===== src/rtl/regfile_wb_arbiter_if.sv =====
// Writeback bus between the writeback requesters and the register-file write arbiter.
// The slave modport is the arbiter's view, the master modport the requesters' side.
interface regfile_wb_arbiter_if #(
    parameter int N_REQ = 3,
    parameter int DW    = 32,
    parameter int AW    = 5
);
    localparam int GW = (N_REQ > 1) ? $clog2(N_REQ) : 1;

    logic [N_REQ-1:0]    req_valid;
    logic [N_REQ-1:0]    req_ready;
    logic [N_REQ*AW-1:0] req_addr;
    logic [N_REQ*DW-1:0] req_data;
    logic                wb_stall;
    logic                we;
    logic [AW-1:0]       wa;
    logic [DW-1:0]       wd;
    logic [GW-1:0]       grant_id;
    logic                busy;

    modport slave (
        input  req_valid, req_addr, req_data, wb_stall,
        output req_ready, we, wa, wd, grant_id, busy
    );

    modport master (
        output req_valid, req_addr, req_data, wb_stall,
        input  req_ready, we, wa, wd, grant_id, busy
    );
endinterface


===== src/rtl/regfile_wb_arbiter.sv =====
// Round-robin arbiter sharing one register-file write port between N_REQ
// writeback sources. One registered write stage, x0 writes are accepted but
// not written, and wb_stall blocks new grants without disturbing a write
// already in the stage.
module regfile_wb_arbiter #(
    parameter int N_REQ = 3,
    parameter int DW    = 32,
    parameter int AW    = 5
) (
    input  logic                  clk,
    input  logic                  rst,
    regfile_wb_arbiter_if.slave   bus
);
    localparam int GW = (N_REQ > 1) ? $clog2(N_REQ) : 1;

    logic [GW-1:0]    r_rr_ptr;
    logic             r_we;
    logic [AW-1:0]    r_wa;
    logic [DW-1:0]    r_wd;
    logic [GW-1:0]    r_grant_id;

    logic [GW-1:0]    w_winner;
    logic             w_found;
    logic             w_xfer;
    logic [N_REQ-1:0] w_ready;
    logic [AW-1:0]    w_addr_arr [N_REQ];
    logic [DW-1:0]    w_data_arr [N_REQ];
    logic [AW-1:0]    w_sel_addr;
    logic [DW-1:0]    w_sel_data;
    logic [GW-1:0]    w_ptr_next;

    // Unpack the flat address/data buses into per-requester lanes, and
    // raise ready only for the winning lane when a transfer is allowed.
    generate
        for (genvar gi = 0; gi < N_REQ; gi++) begin : g_lane
            assign w_addr_arr[gi] = bus.req_addr[gi*AW +: AW];
            assign w_data_arr[gi] = bus.req_data[gi*DW +: DW];
            assign w_ready[gi]    = w_xfer && (w_winner == GW'(gi));
        end
    endgenerate

    // Find the first valid requester starting at rr_ptr, wrapping modulo N_REQ.
    always_comb begin
        w_winner = '0;
        w_found  = 1'b0;
        for (int k = 0; k < N_REQ; k++) begin
            int idx;
            idx = int'(r_rr_ptr) + k;
            if (idx >= N_REQ) begin
                idx = idx - N_REQ;
            end
            if (!w_found && bus.req_valid[idx]) begin
                w_found  = 1'b1;
                w_winner = GW'(idx);
            end
        end
    end

    // Reset gates ready so nothing accepted during reset can reach the write stage.
    assign w_xfer     = w_found && !bus.wb_stall && !rst;
    assign w_sel_addr = w_addr_arr[w_winner];
    assign w_sel_data = w_data_arr[w_winner];
    assign w_ptr_next = (w_winner == GW'(N_REQ - 1)) ? '0 : w_winner + 1'b1;

    // Write stage and round-robin pointer: load on a transfer, otherwise
    // drop we and hold address/data/id so the last write stays visible.
    always_ff @(posedge clk) begin
        if (rst) begin
            r_we       <= 1'b0;
            r_wa       <= '0;
            r_wd       <= '0;
            r_grant_id <= '0;
            r_rr_ptr   <= '0;
        end else if (w_xfer) begin
            r_we       <= (w_sel_addr != '0);
            r_wa       <= w_sel_addr;
            r_wd       <= w_sel_data;
            r_grant_id <= w_winner;
            r_rr_ptr   <= w_ptr_next;
        end else begin
            r_we       <= 1'b0;
        end
    end

    assign bus.req_ready = w_ready;
    assign bus.we        = r_we;
    assign bus.wa        = r_wa;
    assign bus.wd        = r_wd;
    assign bus.grant_id  = r_grant_id;
    assign bus.busy      = (|bus.req_valid) | r_we;

endmodule


===== src/flat_wrapper.sv =====
// flat-port wrapper written by rule: the top's interface ports become plain ports
module regfile_wb_arbiter_flat 
#(
    parameter int N_REQ = 3,
    parameter int DW    = 32,
    parameter int AW    = 5
)
  (clk, rst, bus_req_valid, bus_req_addr, bus_req_data, bus_wb_stall, bus_req_ready, bus_we, bus_wa, bus_wd, bus_grant_id, bus_busy);
  regfile_wb_arbiter_if #(.N_REQ(N_REQ), .DW(DW), .AW(AW)) bus_i ();
  input  logic clk;
  input  logic rst;
  input wire logic [$bits(bus_i.req_valid)-1:0] bus_req_valid;
  input wire logic [$bits(bus_i.req_addr)-1:0] bus_req_addr;
  input wire logic [$bits(bus_i.req_data)-1:0] bus_req_data;
  input wire logic [$bits(bus_i.wb_stall)-1:0] bus_wb_stall;
  output wire logic [$bits(bus_i.req_ready)-1:0] bus_req_ready;
  output wire logic [$bits(bus_i.we)-1:0] bus_we;
  output wire logic [$bits(bus_i.wa)-1:0] bus_wa;
  output wire logic [$bits(bus_i.wd)-1:0] bus_wd;
  output wire logic [$bits(bus_i.grant_id)-1:0] bus_grant_id;
  output wire logic [$bits(bus_i.busy)-1:0] bus_busy;
  assign bus_i.req_valid = bus_req_valid;
  assign bus_i.req_addr = bus_req_addr;
  assign bus_i.req_data = bus_req_data;
  assign bus_i.wb_stall = bus_wb_stall;
  assign bus_req_ready = bus_i.req_ready;
  assign bus_we = bus_i.we;
  assign bus_wa = bus_i.wa;
  assign bus_wd = bus_i.wd;
  assign bus_grant_id = bus_i.grant_id;
  assign bus_busy = bus_i.busy;
  regfile_wb_arbiter #(.N_REQ(N_REQ), .DW(DW), .AW(AW)) u_core (.clk(clk), .rst(rst), .bus(bus_i));
endmodule

===== config.mk =====
export PLATFORM = sky130hd
export DESIGN_NAME = regfile_wb_arbiter_flat
export DESIGN_NICKNAME = d
export VERILOG_FILES = /design/src/rtl/regfile_wb_arbiter_if.sv /design/src/rtl/regfile_wb_arbiter.sv /design/src/flat_wrapper.sv
export SDC_FILE = /design/constraint.sdc
export NUM_CORES = 1
export LEC_CHECK = 0
export ABC_AREA = 1
export BUFFER_PORTS_ARGS = -buffer_cell sky130_fd_sc_hd__buf_2
export CAP_MARGIN = 20
export CORE_ASPECT_RATIO = 1.25
export CORE_MARGIN = 8
export CORE_UTILIZATION = 28
export CTS_CLUSTER_SIZE = 12
export DETAILED_ROUTE_END_ITERATION = 10
export PLACE_DENSITY = 0.57
export SYNTH_ARGS = -nofsm -noshare
export SYNTH_HDL_FRONTEND = slang
export SYNTH_SLANG_ARGS = --single-unit

===== constraint.sdc =====
create_clock -name clk -period 3.2 [get_ports clk]
set_clock_uncertainty 0.05 [all_clocks]
set_input_delay 0.16 -clock clk [delete_from_list [all_inputs] [get_ports clk]]
set_output_delay 0.16 -clock clk [all_outputs]
set_load 0.005 [all_outputs]

==> results of run 1 <==
[stage by stage]
step / setup slack, ps / hold WS [ps] / area (um^2)
detailed placement: 593 / 387 / 3300
floorplan: 1090 / 182 / 2460
finish: 458 / 62.0 / 3420
global route: 177 / 55.9 / 3420
CTS: 428 / 52.0 / 3410
global placement: 685 / 381 / 3300
[synthesized netlist by cell type]
cell type | instances | area [um^2]
nand2_1 | 95 | 357
dfxtp_1 | 42 | 841
a31oi_1 | 31 | 194
a21oi_1 | 30 | 150
o21ai_0 | 21 | 105
nor2_1 | 19 | 71.3
inv_1 | 16 | 60.1
nand3_1 | 16 | 80.1
o21ai_1 | 15 | 75.1
buf_4 | 9 | 67.6
clkbuf_1 | 6 | 22.5
inv_2 | 5 | 18.8
a22oi_1 | 4 | 30.0
buf_6 | 4 | 45.0
ha_1 | 4 | 50.1
nand2_2 | 4 | 25.0
nor2_4 | 4 | 45.0
o211ai_1 | 4 | 30.0
nand3_2 | 3 | 30.0
nor2_2 | 3 | 18.8
buf_2 | 2 | 10.0
nand2_4 | 2 | 22.5
nand3_4 | 2 | 35.0
nand4_1 | 2 | 12.5
a211oi_2 | 1 | 12.5
a21boi_1 | 1 | 7.51
a21o_1 | 1 | 7.51
inv_4 | 1 | 6.26
nand4_2 | 1 | 12.5
nor3_1 | 1 | 5.00
o21ai_2 | 1 | 8.76
[cell families (layout without fill, tap and decap cells)]
family                   count (synthesis)  in the layout  synth area share
AO/OA/AOI/OAI                          109            109             0.253
adder cells (fa/ha/maj)                  4              4            0.0204
buffers and inverters                   43            194            0.0937
flip-flops                              42             42             0.342
AND/OR/NAND/NOR                        152            152             0.291
[layout make-up]
class / count / area [um^2]
inverters: 22 / 85.1
clock buffers: 6 / 72.6
well taps: 120 / 150
clock inverters: 2 / 37.5
flip-flops and latches: 42 / 841
fillers: 912 / 5180
multi-input cells: 265 / 1390
repair buffers: 164 / 851
[worst register-to-register path, cell delays in order, from the launching register on]
cell and delay (ps):
dfxtp_1 390, inv_1 80, ha_1 400, o21ai_0 250, nand2_2 140, nand4_2 140
nand3_4 140, nor2_4 390, buf_4 310, nand2_1 80, a31oi_1 160
[power groups by stage]
| stage | logic, mW | registers, mW | clock network (mW) |
|---|---|---|---|
| global route | 1.37 | 0.708 | 0.463 |
| detailed placement | 1.23 | 0.705 | 0 |
| CTS | 1.23 | 0.696 | 0.445 |
| finish | 1.22 | 0.695 | 0.428 |
| global placement | 1.22 | 0.708 | 0 |
| floorplan | 0.861 | 0.711 | 0 |
[registers in the layout (all words and copies together), names as in the netlist]
| register | flops |
|---|---|
| u_core.bus.we | 1 |
| u_core.bus.grant_id | 2 |
| u_core.r_rr_ptr | 2 |
| u_core.bus.wd | 32 |
| u_core.bus.wa | 5 |
[layout by cell type (no fill, tap or decap), types with 3 or more instances in the layout]
cell type and n:
buf_2 160, nand2_1 95, dfxtp_1 42, a31oi_1 31
a21oi_1 30, o21ai_0 21, nor2_1 19, inv_1 16
nand3_1 16, o21ai_1 15, inv_2 5, clkbuf_8 5
nand2_2 4, nor2_4 4, a22oi_1 4, o211ai_1 4
ha_1 4, nand3_2 3, nor2_2 3
[routing by layer]
metal / GRT usage / routed length (um)
met1: 0.176 / 3910
met2: 0.252 / 4410
met3: 0.0581 / 915
met4: 0.0560 / 172
met5: 0 / 0
[worst paths after layout]
kind | start | endpoint | slack [ps] | cells after the start
setup / recovery | u_core.r_rr_ptr[0] | bus_req_ready[2] | 460 | 10
hold / removal | bus_req_data[42] | u_core.bus.wd[10] | 60 | 3
setup reg to reg | u_core.r_rr_ptr[0] | u_core.bus.wd[22] | 620 | 10
hold reg to reg | u_core.bus.grant_id[0] | u_core.bus.grant_id[0] | 440 | 2
==> metrics.md, run 1 <==
| Metric | Value |
|---|---|
| Area Growth Syn to Fin | `39.3%` |
| Final Max Tran Viols | `0` |
| Register area share after synthesis | `0.342` |
| Root buf cell | `clkbuf_8` |
| Post-route core utilization | `0.398` |
| Via total after detailed routing | `slightly below 3000` |
| Critical-path cell list | `inv_1, ha_1, o21ai_0, nand2_2, nand4_1, nand2_2, nor2_4, inv_4, nor3_1, buf_2` |
| Cell leakage power | `1.73 nW` |
| CP max FO | `36` |
| Fin nets | `621` |
| Synthesized cell area | `around 2500 um^2` |
| Clock Latency Late Sink | `slightly below 300 ps` |
| Final RePlAce weighted congestion | `0.889` |
| CP most frequent cell | `nand2_2` |
| IO Port Bufs | `between 150 and 200` |
| GRT overflow | `0` |
| Cells after Synth | `350` |
| Initial core utilization | `0.285` |
| Crit path capture type | `output pin` |
| Clock sink count | `between 40 and 50` |
| Hold Fails Final Rpt | `0` |
| Largest net degree at the start of global routing | `41` |
| PwrDens | `684 nW/um^2` |
| Clock slew at reported path FFs | `90 ps` |
| CTS Buf Count | `5` |
| Critical path class | `flip-flop to output pin` |
| Worst path required time | `roughly 3000 ps` |
| Global-route usage over all layers | `0.153` |
| Worst Tran Pin Value | `about 670 ps` |
| Syn Nets | `471` |
| Clock Path Buffers | `2` |
| CTS tree | `built` |
| Placed cells | `a little over 600` |
| Combinational share of power | `0.520` |
| Htree depth | `2` |
| Tot Pwr | `about 2.3 mW` |
| Layout cell share with drive strength beyond 1 | `0.395` |
| Avg Vias per Cell | `4.74` |
| Number of gates resized after cts | `0` |
| Share of power burned in registers | `0.297` |
| Die area | `approximately 12000 um^2` |
| Fmax | `between 300 and 400 MHz` |
| Clock group share of total power | `0.183` |
| WL/cell | `around 15 um` |
| TritonRoute pass-1 iters | `4` |
| Relative slew margins | `0.551` |
| NetSw | `about 1.0 mW` |
| Setup crit start kind | `flip-flop` |
| Ant. Diodes | `0` |
| Dpl hpwl | `roughly 7300 um` |
| Worst Path Buf+Inv | `3` |
| Post-synth cell types | `31` |
| Antenna Violating Nets Remaining | `0` |
| Worst Hold Class | `input port to flip-flop` |
| DIE WIDTH | `approximately 100 um` |
| WL final | `9400 um` |
| CORE AREA | `roughly 8600 um^2` |
| RSZ-0062 raised after global routing | `no` |
| First-pass GRT wire length | `15000 um` |
| Synthesized area per cell | `around 7.0 um^2` |
| Die Ht | `121 um` |
| Flops & latches, synth | `42` |
| Period utilisation layout | `0.857` |
| Crit-path leading delay family | `simple AND/OR/NAND/NOR gates` |
| Final critical-path required period | `2740 ps` |
| Vias in the first global route | `a little over 3000` |
| Status | `complete, no violations` |
| Initial antenna violation count | `0` |
| Switching share of power | `0.443` |
| Non-filler cells, final | `621` |
| I/O pin count | `about 160` |
| Setup TNS | `0 ps` |
| Drc violations | `0` |
| Iter 0 DRT Violations | `97` |
| Placement Rows | `38` |
| Post-CTS Repair Setup Buffers | `0` |
| Endpoints failing setup | `0` |
| Ys Warns | `0` |
| # Max-Cap Violations | `0` |
| Post-CTS Hold Buffers | `0` |
| Biggest cell delay along the critical path | `400 ps` |
| Pint | `~1.3 mW` |
| WP data arrival | `roughly 2500 ps` |
| VDD IR max | `about 0.00026 V` |
| CP max-delay cell | `ha_1` |
No activity file was read; power rests on OpenSTA's default activity.
==> run 2: changes to the inputs <==
- HOLD_SLACK_MARGIN: default -> 0.03
- SETUP_SLACK_MARGIN: default -> 0.5
==> run 2 against run 1 <==
Against the previous run:
- first-iteration DRC count is 7.2% higher
- critical path type unchanged
- register-to-register slack better by 120 ps
- critical path depth is 2 higher
- utilization is 0.52 points higher
==> metrics.md, run 2 (synthesized netlist as in run 1, its figures left out) <==
| Metric | Value |
|---|---|
| Dpl hpwl | `around 7300 um` |
| CTS Buf Count | `5` |
| Via total after detailed routing | `2990` |
| Final RePlAce weighted congestion | `approximately 0.89` |
| GRT overflow | `0` |
| Setup crit start kind | `flip-flop` |
| Clock Path Buffers | `2` |
| Endpoints failing setup | `0` |
| # Max-Cap Violations | `0` |
| Drc violations | `0` |
| IO Port Bufs | `160` |
| Worst Hold Class | `input port to flip-flop` |
| Antenna Violating Nets Remaining | `0` |
| Hold Fails Final Rpt | `0` |
| Setup TNS | `0 ps` |
| Setup Slack @ Placement | `slightly below 600 ps` |
| Final critical-path required period | `between 2000 and 3000 ps` |
| PwrDens | `around 700 nW/um^2` |
| I/O pin count | `161` |
| Ant. Diodes | `0` |
| Worst Tran Pin Value | `a little under 700 ps` |
| Commonest cells after routing, fill and taps aside | `160 x buf_2, 95 x nand2_1, 42 x dfxtp_1, 31 x a31oi_1, 30 x a21oi_1` |
| Global-route usage over all layers | `0.153` |
| Clock sink count | `42` |
| WP data arrival | `2320 ps` |
| Critical path class | `flip-flop to output pin` |
| Initial antenna violation count | `0` |
| Most common cell after layout, fill and taps aside | `buf_2` |
| CORE AREA | `about 8600 um^2` |
| Period utilisation layout | `0.789` |
| Cell leakage power | `between 1.5 and 2 nW` |
| RSZ-0062 raised after global routing | `yes` |
| Fmax | `slightly below 400 MHz` |
| TritonRoute pass-1 iters | `4` |
| WL final | `roughly 9400 um` |
| Final Max Tran Viols | `0` |
| Vias in the first global route | `around 3100` |
| CTS tree | `built` |
| Post-CTS Hold Buffers | `0` |
| Htree depth | `2` |
| Layout cell share with drive strength beyond 1 | `0.403` |
| Avg Vias per Cell | `~4.8` |
| Crit path capture type | `output pin` |
| Iter 0 DRT Violations | `between 100 and 150` |
| Area Growth Syn to Fin | `41.2%` |
| Tot Pwr | `about 2.4 mW` |
| Fin nets | `about 630` |
| First-pass GRT wire length | `between 10000 and 15000 um` |
| CP max FO | `36` |
| Status | `complete, no violations` |
| VDD IR max | `0.000265 V` |
| Critical-path cell list | `inv_1, ha_2, inv_2, nand2_1, nand3_2, nand2_2, nand4_1, nand2_2, nor2_4, inv_8, nor2_1, buf_2` |
| Clock slew at reported path FFs | `~90 ps` |
| Clock Latency Late Sink | `~290 ps` |
| DIE WIDTH | `99.8 um` |
| CP max-delay cell | `ha_2` |
| Initial core utilization | `0.285` |
| CP most frequent cell | `nand2_2` |
| Placement Rows | `38` |
| Die Ht | `around 120 um` |
| Worst hold slack | `between 60 and 70 ps` |
| Die area | `around 12000 um^2` |
| Root buf cell | `clkbuf_8` |
| Crit-path leading delay family | `simple AND/OR/NAND/NOR gates` |
| Worst Path Buf+Inv | `4` |
| Largest net degree at the start of global routing | `between 40 and 50` |
| Worst setup slack after layout | `675 ps` |
| Largest register FFs | `32` |
| Biggest cell delay along the critical path | `400 ps` |
| Worst path required time | `2990 ps` |
| WL/cell | `15.1 um` |
| Relative slew margins | `0.542` |
-- run 2: cell types whose count changed in the layout (fill, tap and decap cells not counted) --
cell	change
o21ai_1	+1
buf_4	+5
inv_8	+1
inv_4	-1
ha_1	-1
o21ai_0	-1
ha_2	+1
-- run 2: timing repair --
| item | CTS | global route |
|---|---|---|
| resized for setup | 1 | 3 |
| endpoints found under the setup margin | 3 | 32 |
| pin swaps | 1 | 2 |
| buffers inserted | 1 | 4 |
-- run 2: through the flow --
stage / cells / utilization / instance area [um^2]
2_1_floorplan: 350 / - / 2460
3_3_place_gp: 612 / 0.383 / 3300
3_5_place_dp: 612 / 0.383 / 3300
4_1_cts: 621 / 0.397 / 3420
5_1_grt: 626 / 0.403 / 3470
6_report: 626 / 0.403 / 3470
-- run 2: worst register-to-register path: cells and delay by family, from the launching register on --
family,cells,cell delay (ps)
flip-flops,1,390
AO/OA/AOI/OAI,1,160
AND/OR/NAND/NOR,8,1010
buffers and inverters,3,390
adder cells (fa/ha/maj),1,400
-- run 2: path summary, 6_finish.rpt --
| check | startpoint | endpoint | slack, ps | cells past startpoint |
|---|---|---|---|---|
| worst max-delay path | u_core.r_rr_ptr[0] | bus_req_ready[1] | 670 | 12 |
| worst min-delay path | bus_req_data[49] | u_core.bus.wd[17] | 60 | 3 |
| worst max register to register | u_core.r_rr_ptr[0] | u_core.bus.wd[10] | 740 | 13 |
| worst min register to register | u_core.bus.grant_id[0] | u_core.bus.grant_id[0] | 440 | 2 |
-- run 2: final cells by class --
type | instances | area (um^2)
sequential | 42 | 841
multi-input combinational | 265 | 1390
tap | 120 | 150
clock inverter | 2 | 37.5
inverter | 22 | 90.1
clock buffer | 6 | 72.6
fill | 910 | 5140
timing repair buffer | 169 | 888
-- run 2: per-layer routing --
| layer | wire length [um] | global-route usage | vias to the layer above |
|---|---|---|---|
| met1 | 3870 | 0.175 | 1307 |
| met5 | 0 | 0 | - |
| met4 | 189 | 0.0588 | 0 |
| met3 | 945 | 0.0581 | 15 |
| met2 | 4430 | 0.251 | 168 |
| li1 | - | - | 1500 |
-- run 2: report_power, final --
| group | switching, mW | internal [mW] | total (mW) |
|---|---|---|---|
| logic | 0.796 | 0.462 | 1.26 |
| clock network | 0.193 | 0.233 | 0.426 |
| registers | 0.0586 | 0.637 | 0.695 |
==> run 3: changes to the inputs <==
- PLACE_DENSITY: 0.57 -> 0.59
- clock period: 3.2 -> 2.2 ns (I/O delays scaled with it)
==> run 3 against run 2 <==
Against the previous run:
- global-route usage increased by 1.5 points
- critical path depth unchanged
- sequential share of layout area decreased by 4.2 points
- hold slack got worse by 35 ps
- cell count increased by 6.9%
- register-to-register slack got worse by 650 ps
- combinational power increased by 120%
- critical endpoint is now u_core.bus.wd[13]
==> metrics.md, run 3 (synthesized netlist as in run 1, its figures left out) <==
| Metric | Value |
|---|---|
| Status | `complete, no violations` |
| CP max FO | `8` |
| Final critical-path required period | `between 2000 and 2500 ps` |
| Antenna Violating Nets Remaining | `0` |
| Via total after detailed routing | `between 3000 and 4000` |
| CTS tree | `built` |
| Cell leakage power | `2.05 nW` |
| Post-DP Area | `about 3400 um^2` |
| WL/cell | `16.4 um` |
| Pint | `2.50 mW` |
| Die Ht | `121 um` |
| VDD IR max | `between 0.0005 and 0.0006 V` |
| R2R Path End | `u_core.bus.wd[13]` |
| Global-route usage over all layers | `0.168` |
| Setup crit start kind | `flip-flop` |
| Worst hold slack | `~28 ps` |
| Relative slew margins | `0.706` |
| RSZ-0062 raised after global routing | `yes` |
| Root buf cell | `clkbuf_8` |
| Non-filler cells, final | `around 670` |
| Final Max Tran Viols | `0` |
| CTS Buf Count | `5` |
| FILL cells | `around 850` |
| GRT overflow | `0` |
| Combinational share of power | `0.630` |
| Iter 0 DRT Violations | `between 100 and 150` |
| Endpoints failing setup | `0` |
| Initial core utilization | `0.285` |
| Multi-input gate area | `1570 um^2` |
| Seq. cell area | `roughly 850 um^2` |
| Placement Rows | `38` |
| Ant. Diodes | `0` |
| Die area | `approximately 12000 um^2` |
| DIE WIDTH | `approximately 100 um` |
| Worst reg2reg startpoint | `u_core.r_rr_ptr[0]` |
| Hold Fails Final Rpt | `0` |
| PwrDens | `around 1000 nW/um^2` |
| Placed cells | `roughly 600` |
| Worst Hold Class | `input port to flip-flop` |
| R2r setup slk | `~90 ps` |
| NetSw | `1.86 mW` |
| Period utilisation layout | `0.960` |
| Critical path class | `flip-flop to flip-flop` |
| # Max-Cap Violations | `0` |
| Avg Vias per Cell | `4.83` |
| Layout cell share with drive strength beyond 1 | `0.472` |
| Largest register FFs | `32` |
| WP data arrival | `~2300 ps` |
| Worst setup slack after layout | `approximately 88 ps` |
| Crit path capture type | `flip-flop` |
| Clock Latency Late Sink | `280 ps` |
| Post-route core utilization | `0.492` |
| Initial antenna violation count | `0` |
| Clock sink count | `42` |
| Switching share of power | `0.427` |
| Fmax | `between 400 and 500 MHz` |
| Most common cell after layout, fill and taps aside | `buf_2` |
| Largest net degree at the start of global routing | `41` |
| Final Cell Area | `between 4000 and 5000 um^2` |
| Biggest cell delay along the critical path | `around 400 ps` |
| I/O pin count | `~160` |
| CP max-delay cell | `dfxtp_4` |
| WL final | `around 11000 um` |
| Setup Slack @ Placement | `approximately 2.1 ps` |
| Area Growth Syn to Fin | `72.5%` |
| Drc violations | `0` |
| Commonest cells after routing, fill and taps aside | `160 x buf_2, 87 x nand2_1, 40 x dfxtp_1, 31 x a31oi_1, 25 x a21oi_1` |
| TritonRoute pass-1 iters | `4` |
| Clock Path Buffers | `2` |
| Worst r2r path cells | `12` |
| Final RePlAce weighted congestion | `0.878` |
| Worst setup path endpoint | `u_core.bus.wd[13]` |
| Htree depth | `2` |
| Share of power burned in registers | `0.237` |
| Worst path required time | `around 2400 ps` |
| Clock slew at reported path FFs | `around 80 ps` |
| Worst Tran Pin Value | `roughly 440 ps` |
| Vias in the first global route | `3444` |
| Critical-path cell list | `inv_4, ha_4, nand2_1, nand3_2, nand2_4, nand4_2, nand3_4, nor2_4, buf_12, buf_12, nand2_1, a31oi_1` |
| Fin nets | `670` |
| First-pass GRT wire length | `between 15000 and 20000 um` |
| CP Launch Point | `u_core.r_rr_ptr[0]` |
| CORE AREA | `around 8600 um^2` |
| IO Port Bufs | `160` |
| Dpl hpwl | `7230 um` |
| Clock group share of total power | `0.133` |
[run 3: cell count changes in the layout (fill, tap and decap cells not counted), moves of 7 or more]
cell,change
dlygate4sd3_1,+24
nor2_1,-7
buf_4,+7
nand2_1,-8
[run 3: layer usage]
| metal | GRT usage | share of wire | routed length, um |
|---|---|---|---|
| met3 | 0.0472 | 0.072 | 790 |
| met4 | 0.0598 | 0.021 | 235 |
| met1 | 0.191 | 0.42 | 4640 |
| met2 | 0.293 | 0.48 | 5320 |
| met5 | 0 | 0 | 0 |
[run 3: layout make-up]
type,count,share of cell area
Sequential cell,42,0.200
Timing Repair inverter,1,0.00207
Multi-Input combinational cell,265,0.369
Tap cell,120,0.0354
Inverter,22,0.0260
Timing Repair Buffer,212,0.341
Clock buffer,7,0.0254
[run 3: worst min path at each step]
stage / cells after the start / endpoint / slack (ps) / startpoint
after floorplan: 1 / u_core.r_rr_ptr[0] / 120 / rst
after global placement: 3 / u_core.bus.wd[11] / 330 / bus_req_data[75]
after detailed placement: 3 / u_core.bus.wd[11] / 340 / bus_req_data[11]
after CTS: 3 / u_core.bus.wd[18] / 30 / bus_req_data[50]
after global routing: 3 / u_core.bus.wd[3] / 40 / bus_req_data[67]
final: 3 / u_core.bus.wd[5] / 30 / bus_req_data[69]
[run 3: stage by stage]
stage / power, mW / TNS [ps]
after global placement: 2.95 / 0
after global routing: 4.68 / -196
after CTS: 4.08 / 0
final: 4.36 / 0
after floorplan: 2.37 / 0
after detailed placement: 2.97 / 0
[run 3: critical path, delay by kind of cell, from the launching register on]
kind,cells,cell delay (ps)
AND/OR/NAND/NOR,7,740
flip-flops,1,390
buffers and inverters,3,330
adder cells (fa/ha/maj),1,330
AO/OA/AOI/OAI,1,200
[run 3: what timing repair did]
item,in CTS,in global routing
endpoints found under the hold margin,16,1
gates resized for setup,33,17
hold buffers,23,1
pin swaps,17,7
buffers inserted,12,2
endpoints found under the setup margin,45,45
cloned,2,4
[run 3: power by group through the flow]
stage               sequential [mW]  combinational (mW)  clock [mW]
floorplan                      1.04                1.33           0
global placement               1.04                1.91           0
detailed placement             1.04                1.93           0
CTS                            1.03                2.46       0.592
global route                   1.05                3.01       0.618
finish                         1.04                2.75       0.579
